**config.mk**
```make
export PLATFORM = sky130hd
export DESIGN_NAME = branch_resolve_queue_flat
export DESIGN_NICKNAME = d
export VERILOG_FILES = /design/src/rtl/branch_resolve_queue_pkg.sv /design/src/rtl/branch_resolve_queue_if.sv /design/src/rtl/branch_resolve_queue_bp_fifo.sv /design/src/rtl/branch_resolve_queue.sv /design/src/flat_wrapper.sv
export SDC_FILE = /design/constraint.sdc
export NUM_CORES = 1
export LEC_CHECK = 0
export BUFFER_PORTS_ARGS = -buffer_cell sky130_fd_sc_hd__buf_4
export CAP_MARGIN = 40
export CORE_MARGIN = 2
export CORE_UTILIZATION = 31
export DETAILED_ROUTE_END_ITERATION = 6
export HOLD_SLACK_MARGIN = 0.03
export SLEW_MARGIN = 20
export SYNTH_ARGS = -nofsm -noshare
export SYNTH_HDL_FRONTEND = slang
export SYNTH_HIERARCHICAL = 1
export SYNTH_SLANG_ARGS = --single-unit
```
**constraint.sdc**
```tcl
create_clock -name clk -period 5.8 [get_ports clk]
set_input_delay 0.87 -clock clk [delete_from_list [all_inputs] [get_ports clk]]
set_output_delay 0.87 -clock clk [all_outputs]
set_load 0.01 [all_outputs]
```
**src/rtl/branch_resolve_queue_pkg.sv**
```systemverilog
// Shared branch-prediction constants and types: queue depth, address/counter widths,
// predictor table sizes, and the in-flight prediction record.
package branch_resolve_queue_pkg;

  localparam int unsigned BRQ_DEPTH   = 4;
  localparam int unsigned ADDR_W      = 32;
  localparam int unsigned STAT_CNT_W  = 16;
  localparam int unsigned BHT_ENTRIES = 512;
  localparam int unsigned BTB_ENTRIES = 64;

  typedef logic [ADDR_W-1:0] addr_t;

  typedef struct packed {
    addr_t pc;
    addr_t target;
    logic  prediction;
  } brq_entry_t;

  // Fall-through fetch address; wraps at 2^32.
  function automatic addr_t next_seq_pc(input addr_t pc);
    return pc + addr_t'(4);
  endfunction

endpackage

```
**src/rtl/branch_resolve_queue_if.sv**
```systemverilog
// Decode/resolve/update bundle between the pipeline (master) and the resolve queue (slave).
interface branch_resolve_queue_if
  import branch_resolve_queue_pkg::*;
#(
  parameter int unsigned CNT_W = STAT_CNT_W
) ();

  logic             dec_valid;
  addr_t            dec_pc;
  addr_t            dec_target;
  logic             dec_prediction;
  logic             res_valid;
  logic             res_taken;
  addr_t            res_target;
  logic             full;
  logic             empty;
  logic             mispredict;
  addr_t            redirect_pc;
  logic             upd_valid;
  addr_t            upd_addr;
  logic             upd_taken;
  logic             overflow;
  logic             underflow;
  logic [CNT_W-1:0] branch_count;
  logic [CNT_W-1:0] mispredict_count;

  modport master (
    output dec_valid, dec_pc, dec_target, dec_prediction,
    output res_valid, res_taken, res_target,
    input  full, empty, mispredict, redirect_pc, upd_valid, upd_addr, upd_taken,
    input  overflow, underflow, branch_count, mispredict_count
  );

  modport slave (
    input  dec_valid, dec_pc, dec_target, dec_prediction,
    input  res_valid, res_taken, res_target,
    output full, empty, mispredict, redirect_pc, upd_valid, upd_addr, upd_taken,
    output overflow, underflow, branch_count, mispredict_count
  );

endinterface

```
**src/rtl/branch_resolve_queue_bp_fifo.sv**
```systemverilog
// Circular FIFO of in-flight predictions; pointers wrap modulo DEPTH (power of two).
// Flush empties the queue while still honouring a same-cycle pop; a push on flush is dropped.
module bp_fifo
  import branch_resolve_queue_pkg::*;
#(
  parameter int unsigned DEPTH = BRQ_DEPTH
) (
  input  logic       clk,
  input  logic       rst_n,
  input  logic       push_i,
  input  brq_entry_t push_dat_i,
  input  logic       pop_i,
  input  logic       flush_i,
  output logic       full_o,
  output logic       empty_o,
  output brq_entry_t head_dat_o
);

  localparam int unsigned PTR_W = $clog2(DEPTH);

  logic [PTR_W-1:0] head_q, head_d;
  logic [PTR_W-1:0] tail_q, tail_d;
  logic [PTR_W:0]   count_q, count_d;
  brq_entry_t       mem_q [DEPTH];
  logic             do_pop;
  logic             do_push;

  assign full_o     = (count_q == (PTR_W+1)'(DEPTH));
  assign empty_o    = (count_q == '0);
  assign head_dat_o = mem_q[head_q];

  // A pop frees the slot the push needs, so a full queue still accepts push+pop.
  assign do_pop  = pop_i && !empty_o;
  assign do_push = push_i && (!full_o || do_pop) && !flush_i;

  always_comb begin
    head_d  = head_q;
    tail_d  = tail_q;
    count_d = count_q;
    if (do_pop) begin
      head_d = head_q + 1'b1;
    end
    if (flush_i) begin
      tail_d  = head_d;
      count_d = '0;
    end else begin
      if (do_push) begin
        tail_d = tail_q + 1'b1;
      end
      case ({do_push, do_pop})
        2'b10:   count_d = count_q + 1'b1;
        2'b01:   count_d = count_q - 1'b1;
        default: count_d = count_q;
      endcase
    end
  end

  always_ff @(posedge clk) begin
    if (!rst_n) begin
      head_q  <= '0;
      tail_q  <= '0;
      count_q <= '0;
    end else begin
      head_q  <= head_d;
      tail_q  <= tail_d;
      count_q <= count_d;
    end
  end

  always_ff @(posedge clk) begin
    if (rst_n && do_push) begin
      mem_q[tail_q] <= push_dat_i;
    end
  end

endmodule

```
**src/rtl/branch_resolve_queue.sv**
```systemverilog
// Tracks in-flight branch predictions, checks them at resolve, and emits registered
// redirect/predictor-update pulses one cycle after each resolve.
module branch_resolve_queue
  import branch_resolve_queue_pkg::*;
#(
  parameter int unsigned DEPTH = BRQ_DEPTH,
  parameter int unsigned CNT_W = STAT_CNT_W
) (
  input  logic                  clk,
  input  logic                  rst_n,
  branch_resolve_queue_if.slave brq
);

  brq_entry_t       push_dat;
  brq_entry_t       head_dat;
  logic             fifo_full;
  logic             fifo_empty;
  logic             res_ok;
  logic             mis_now;

  logic             mispredict_q, mispredict_d;
  logic             upd_valid_q, upd_valid_d;
  addr_t            redirect_pc_q, redirect_pc_d;
  addr_t            upd_addr_q, upd_addr_d;
  logic             upd_taken_q, upd_taken_d;
  logic             overflow_q, overflow_d;
  logic             underflow_q, underflow_d;
  logic [CNT_W-1:0] branch_count_q, branch_count_d;
  logic [CNT_W-1:0] mispredict_count_q, mispredict_count_d;

  assign push_dat = '{pc: brq.dec_pc, target: brq.dec_target, prediction: brq.dec_prediction};

  assign res_ok  = brq.res_valid && !fifo_empty;
  // Target only matters when the branch was actually taken.
  assign mis_now = res_ok && ((head_dat.prediction != brq.res_taken) ||
                              (brq.res_taken && (head_dat.target != brq.res_target)));

  bp_fifo #(.DEPTH(DEPTH)) u_fifo (
    .clk        (clk),
    .rst_n      (rst_n),
    .push_i     (brq.dec_valid),
    .push_dat_i (push_dat),
    .pop_i      (brq.res_valid),
    .flush_i    (mis_now),
    .full_o     (fifo_full),
    .empty_o    (fifo_empty),
    .head_dat_o (head_dat)
  );

  always_comb begin
    mispredict_d       = mis_now;
    upd_valid_d        = res_ok;
    redirect_pc_d      = redirect_pc_q;
    upd_addr_d         = upd_addr_q;
    upd_taken_d        = upd_taken_q;
    overflow_d         = overflow_q;
    underflow_d        = underflow_q;
    branch_count_d     = branch_count_q;
    mispredict_count_d = mispredict_count_q;
    if (res_ok) begin
      redirect_pc_d = brq.res_taken ? brq.res_target : next_seq_pc(head_dat.pc);
      upd_addr_d    = head_dat.pc;
      upd_taken_d   = brq.res_taken;
      if (branch_count_q != '1) begin
        branch_count_d = branch_count_q + 1'b1;
      end
    end
    if (mis_now && (mispredict_count_q != '1)) begin
      mispredict_count_d = mispredict_count_q + 1'b1;
    end
    // Full with a resolve in the same cycle is not an overflow: the pop makes room.
    if (brq.dec_valid && fifo_full && !res_ok) begin
      overflow_d = 1'b1;
    end
    if (brq.res_valid && fifo_empty) begin
      underflow_d = 1'b1;
    end
  end

  always_ff @(posedge clk) begin
    if (!rst_n) begin
      mispredict_q       <= 1'b0;
      upd_valid_q        <= 1'b0;
      redirect_pc_q      <= '0;
      upd_addr_q         <= '0;
      upd_taken_q        <= 1'b0;
      overflow_q         <= 1'b0;
      underflow_q        <= 1'b0;
      branch_count_q     <= '0;
      mispredict_count_q <= '0;
    end else begin
      mispredict_q       <= mispredict_d;
      upd_valid_q        <= upd_valid_d;
      redirect_pc_q      <= redirect_pc_d;
      upd_addr_q         <= upd_addr_d;
      upd_taken_q        <= upd_taken_d;
      overflow_q         <= overflow_d;
      underflow_q        <= underflow_d;
      branch_count_q     <= branch_count_d;
      mispredict_count_q <= mispredict_count_d;
    end
  end

  assign brq.full             = fifo_full;
  assign brq.empty            = fifo_empty;
  assign brq.mispredict       = mispredict_q;
  assign brq.redirect_pc      = redirect_pc_q;
  assign brq.upd_valid        = upd_valid_q;
  assign brq.upd_addr         = upd_addr_q;
  assign brq.upd_taken        = upd_taken_q;
  assign brq.overflow         = overflow_q;
  assign brq.underflow        = underflow_q;
  assign brq.branch_count     = branch_count_q;
  assign brq.mispredict_count = mispredict_count_q;

endmodule

```
**src/flat_wrapper.sv**
```systemverilog
// flat-port wrapper written by rule: the top's interface ports become plain ports
module branch_resolve_queue_flat import branch_resolve_queue_pkg::*;
#(
  parameter int unsigned DEPTH = BRQ_DEPTH,
  parameter int unsigned CNT_W = STAT_CNT_W
)
  (clk, rst_n, brq_dec_valid, brq_dec_pc, brq_dec_target, brq_dec_prediction, brq_res_valid, brq_res_taken, brq_res_target, brq_full, brq_empty, brq_mispredict, brq_redirect_pc, brq_upd_valid, brq_upd_addr, brq_upd_taken, brq_overflow, brq_underflow, brq_branch_count, brq_mispredict_count);
  branch_resolve_queue_if #(.CNT_W(CNT_W)) brq_i ();
  input  logic clk;
  input  logic rst_n;
  input wire logic [$bits(brq_i.dec_valid)-1:0] brq_dec_valid;
  input wire logic [$bits(brq_i.dec_pc)-1:0] brq_dec_pc;
  input wire logic [$bits(brq_i.dec_target)-1:0] brq_dec_target;
  input wire logic [$bits(brq_i.dec_prediction)-1:0] brq_dec_prediction;
  input wire logic [$bits(brq_i.res_valid)-1:0] brq_res_valid;
  input wire logic [$bits(brq_i.res_taken)-1:0] brq_res_taken;
  input wire logic [$bits(brq_i.res_target)-1:0] brq_res_target;
  output wire logic [$bits(brq_i.full)-1:0] brq_full;
  output wire logic [$bits(brq_i.empty)-1:0] brq_empty;
  output wire logic [$bits(brq_i.mispredict)-1:0] brq_mispredict;
  output wire logic [$bits(brq_i.redirect_pc)-1:0] brq_redirect_pc;
  output wire logic [$bits(brq_i.upd_valid)-1:0] brq_upd_valid;
  output wire logic [$bits(brq_i.upd_addr)-1:0] brq_upd_addr;
  output wire logic [$bits(brq_i.upd_taken)-1:0] brq_upd_taken;
  output wire logic [$bits(brq_i.overflow)-1:0] brq_overflow;
  output wire logic [$bits(brq_i.underflow)-1:0] brq_underflow;
  output wire logic [$bits(brq_i.branch_count)-1:0] brq_branch_count;
  output wire logic [$bits(brq_i.mispredict_count)-1:0] brq_mispredict_count;
  assign brq_i.dec_valid = brq_dec_valid;
  assign brq_i.dec_pc = brq_dec_pc;
  assign brq_i.dec_target = brq_dec_target;
  assign brq_i.dec_prediction = brq_dec_prediction;
  assign brq_i.res_valid = brq_res_valid;
  assign brq_i.res_taken = brq_res_taken;
  assign brq_i.res_target = brq_res_target;
  assign brq_full = brq_i.full;
  assign brq_empty = brq_i.empty;
  assign brq_mispredict = brq_i.mispredict;
  assign brq_redirect_pc = brq_i.redirect_pc;
  assign brq_upd_valid = brq_i.upd_valid;
  assign brq_upd_addr = brq_i.upd_addr;
  assign brq_upd_taken = brq_i.upd_taken;
  assign brq_overflow = brq_i.overflow;
  assign brq_underflow = brq_i.underflow;
  assign brq_branch_count = brq_i.branch_count;
  assign brq_mispredict_count = brq_i.mispredict_count;
  branch_resolve_queue #(.DEPTH(DEPTH), .CNT_W(CNT_W)) u_core (.clk(clk), .rst_n(rst_n), .brq(brq_i));
endmodule
```
==> impl_results.md <==
* CTS tree: yes
* Die Ht at approximately 220 um
* Leakage power at about 6.3 nW
* Inst Count DP at 1,821
* Storage element area at between 9000 and 10,000 sq um
* Hold_buf cts at 0
* Clock H-tree levels at 2
* Area of the multi-input gates at between 4000 and 5000 sq um
* Flop pwr share at 0.426
* First-pass GRT wire length at ~60,000 um
* Slew Viols, Final at 0
* Via count at about 9,500
* Internal reg-to-reg setup slack at around 1400 ps
* Fin crit share at 0.758
* Detailed Routing Iterations Pass 1 at 5
* Clock power frac at 0.319
* Hold crit path type: flip-flop to flip-flop
* Simple-gate share of the synthesized area at 0.108
* Clock Latency Late Sink at roughly 560 ps
* Status: finished, final reports clean
* RD Place Congestion at 0.791
* Die ar. at 50,100 sq um
* Register area share after synthesis at 0.665
* DP HPWL at about 30,000 um
* Count leader, synth: edfxtp_1
* Xor/xnor share of the synthesized area at 0.0450
* CTS Root Cell: clkbuf_16
* Pwr Density at between 400 and 500 nW/um^2
* Syn Std Cell Area at 15,000 sq um
* Ranking of synthesized cells by area: edfxtp_1, dfxtp_1, mux4_2, nand2_1, xnor2_1
* Vias in the first global route at roughly 9,200
* CTS resizes at 0
* Avg WL per Cell at around 22 um
* # DRC at 0
* Initial DRC Count at about 950
* Vias per cell at around 5.0
* Fill cells at roughly 4,400
* Clk slew on worst S/H paths at 60 ps
* Critical path fanouts, max at 40
* Count of cell types in the netlist at 58
* Design Area, Final at roughly 19,000 sq um
* Die Wd at ~220 um
* Clock buffer depth at 3
* RSZ-0062 raised after global routing: no
* Starting Density at 0.314
* Crit end category: flip-flop
* Ys async rst share at 0
* Synth Register Bits at ~370
* Fraction of layout cells with a size suffix above 1 at 0.284
* Layout Nets at about 1,400
* Required @ worst endpoint at around 6000 ps
* Setup crit start kind: flip-flop
* IO Port Bufs at 204
* # rows at 80
* Predominant post-synthesis flop cell: edfxtp_1
* Actual slew at the worst max-slew pin at about 820 ps
* # setup viols final at 0
* Comb pwr share at 0.254
* Main combinational cell family by area after synthesis: simple AND/OR/NAND/NOR gates
* CP Class: flip-flop to flip-flop
* Top-area cell type share of the netlist area at 0.521
* Non-filler cells, final at around 1,900
* Mux contribution to synthesized area at 0.105
* Final ANT Viol Nets at 0
* Top Layer Used: met4
* TritonCTS buffer count at 40
* Hold Fails Final Rpt at 0
* Tot GR Track Use at 0.165
* Mapped Nets at between 1,000 and 1,500
* Synth Area in Compound Gates at 0.0477
* Syn. warnings at 6
* Skew final at ~16 ps
* Maximum clock rate at roughly 230 MHz
* Post-route minimum period at 4390 ps
* GR Overflow Total at 0
* Peak supply drop at about 0.20 mV
* Switching Fraction at 0.301
* Area leader, netlist: edfxtp_1
* Syn_area_per_cell at approximately 14 sq um
* Antenna diode count at 0
* # clock sinks at 368
* I/O pin cnt at about 200
* Met2 WL at roughly 19,000 um
* Area grow syn2layout at 23.9%
* Synth cell count leaders: edfxtp_1, nand2_1, dfxtp_1
* Setup TNS at 0 ps
* Slew headroom at 0.454
* Met1 WL at around 18,000 um
* Met3 wire len at approximately 3400 um
* Post-CTS setup buffers at 0
* Max Cap Viol at 0
* Post-placement cell area at around 17,000 sq um
* Pint at roughly 5.5 mW
* Largest net degree at the start of global routing at 72
* Core ar. at roughly 48,000 sq um
* Synthesized instance count at slightly above 1,000
* Switch Pwr at around 2.4 mW
* Adder-Cell Fraction of Synth Area at 0.00801
* Critical path arrival at about 4600 ps
* Post-Route WL at approximately 41,000 um
* Antenna violations before repair at 0
* Number of synthesized flops with an enable pin at 260
==> metrics by stage <==
step / util / setup WS [ps] / hold slack, ps / power, mW
after floorplan: - / 1400 / 476 / 4.65
after global placement: 0.361 / 1420 / 448 / 5.39
after detailed placement: 0.361 / 1350 / 449 / 5.42
after CTS: 0.388 / 1330 / 458 / 7.96
after global routing: 0.389 / 1080 / 471 / 8.26
final: 0.389 / 1410 / 457 / 7.88
==> power by group through the flow <==
| stage | logic, mW | clock network, mW | registers [mW] |
|---|---|---|---|
| after floorplan | 1.29 | 0 | 3.36 |
| after CTS | 2.01 | 2.58 | 3.37 |
| after global routing | 2.17 | 2.68 | 3.40 |
| after detailed placement | 2.00 | 0 | 3.42 |
| final | 2.00 | 2.52 | 3.36 |
| after global placement | 1.97 | 0 | 3.42 |
==> state kept, by name, summed over array words and instances (netlist names) <==
name and cells:
u_core/u_fifo/mem_q 260, u_core/brq.redirect_pc 32, u_core/brq.upd_addr 32, u_core/brq.branch_count 16, u_core/brq.mispredict_count 16, u_core/u_fifo/count_q 3
u_core/u_fifo/head_q 2, u_core/u_fifo/tail_q 2, u_core/brq.mispredict 1, u_core/brq.overflow 1, u_core/brq.underflow 1, u_core/brq.upd_taken 1
u_core/brq.upd_valid 1
==> placed cells by master, fill, tap and decap left out, types with 4 or more instances in the layout <==
cell | Yosys | routed
a211oi_1 | 5 | 5
a21oi_1 | 64 | 64
a31oi_1 | 9 | 9
and2_1 | 6 | 6
and3_1 | 17 | 13
and3_2 | 0 | 4
and4_1 | 7 | 7
buf_12 | 0 | 7
buf_4 | 4 | 212
clkbuf_1 | 30 | 9
clkbuf_16 | 0 | 42
clkinv_1 | 0 | 7
clkinv_2 | 0 | 4
dfxtp_1 | 108 | 106
edfxtp_1 | 260 | 260
ha_1 | 8 | 8
inv_1 | 16 | 16
mux2i_1 | 11 | 11
mux4_2 | 65 | 65
nand2_1 | 125 | 125
nand2b_1 | 9 | 8
nand3_1 | 38 | 38
nand3b_1 | 6 | 6
nand4_1 | 22 | 22
nor2_1 | 39 | 39
nor2b_1 | 5 | 4
nor3_1 | 8 | 8
nor4_1 | 6 | 6
o211ai_1 | 6 | 6
o21ai_0 | 7 | 7
o21ai_1 | 11 | 11
o221ai_1 | 4 | 4
or3_1 | 7 | 7
or4_1 | 4 | 4
xnor2_1 | 50 | 50
xor2_1 | 27 | 27
==> per-layer routing <==
metal,vias to the layer above,GRT usage
met2,366,0.258
met1,4716,0.230
li1,4353,-
met5,-,0
met3,47,0.0416
met4,0,0.0396
==> final timing paths <==
| kind | cells after the start | to | startpoint |
|---|---|---|---|
| worst max-delay path | 10 | u_core/u_fifo/mem_q[0][28] | u_core/u_fifo/head_q[0] |
| worst min-delay path | 2 | u_core/brq.upd_addr[6] | u_core/brq.upd_addr[6] |
| worst max register to register | 10 | u_core/u_fifo/mem_q[0][28] | u_core/u_fifo/head_q[0] |
| worst min register to register | 2 | u_core/brq.upd_addr[6] | u_core/brq.upd_addr[6] |
==> worst max-delay path: stages (launching register included) <==
cell and delay, ps:
dfxtp_4 840, mux4_2 600, xnor2_1 180, nand4_1 210, nor4_1 270, and4_1 240
buf_4 290, nor2_1 140, nor2_1 210, and3_2 660, buf_12 340
==> logic make-up after synthesis <==
family	count (synthesis)
simple gates	317
flops	368
fa+ha+maj	9
compound gates	122
buf+inv	70
xor+xnor	77
mux	76
==> area by class of cell <==
type                       count  share of cell area
inverter                      18             0.00364
timing repair buffer         220              0.0947
clock inverter                19             0.00950
sequential                   368               0.537
clock buffer                  53              0.0599
tap                          615              0.0414
multi-input combinational    601               0.254
No activity file was read; power rests on OpenSTA's default activity.
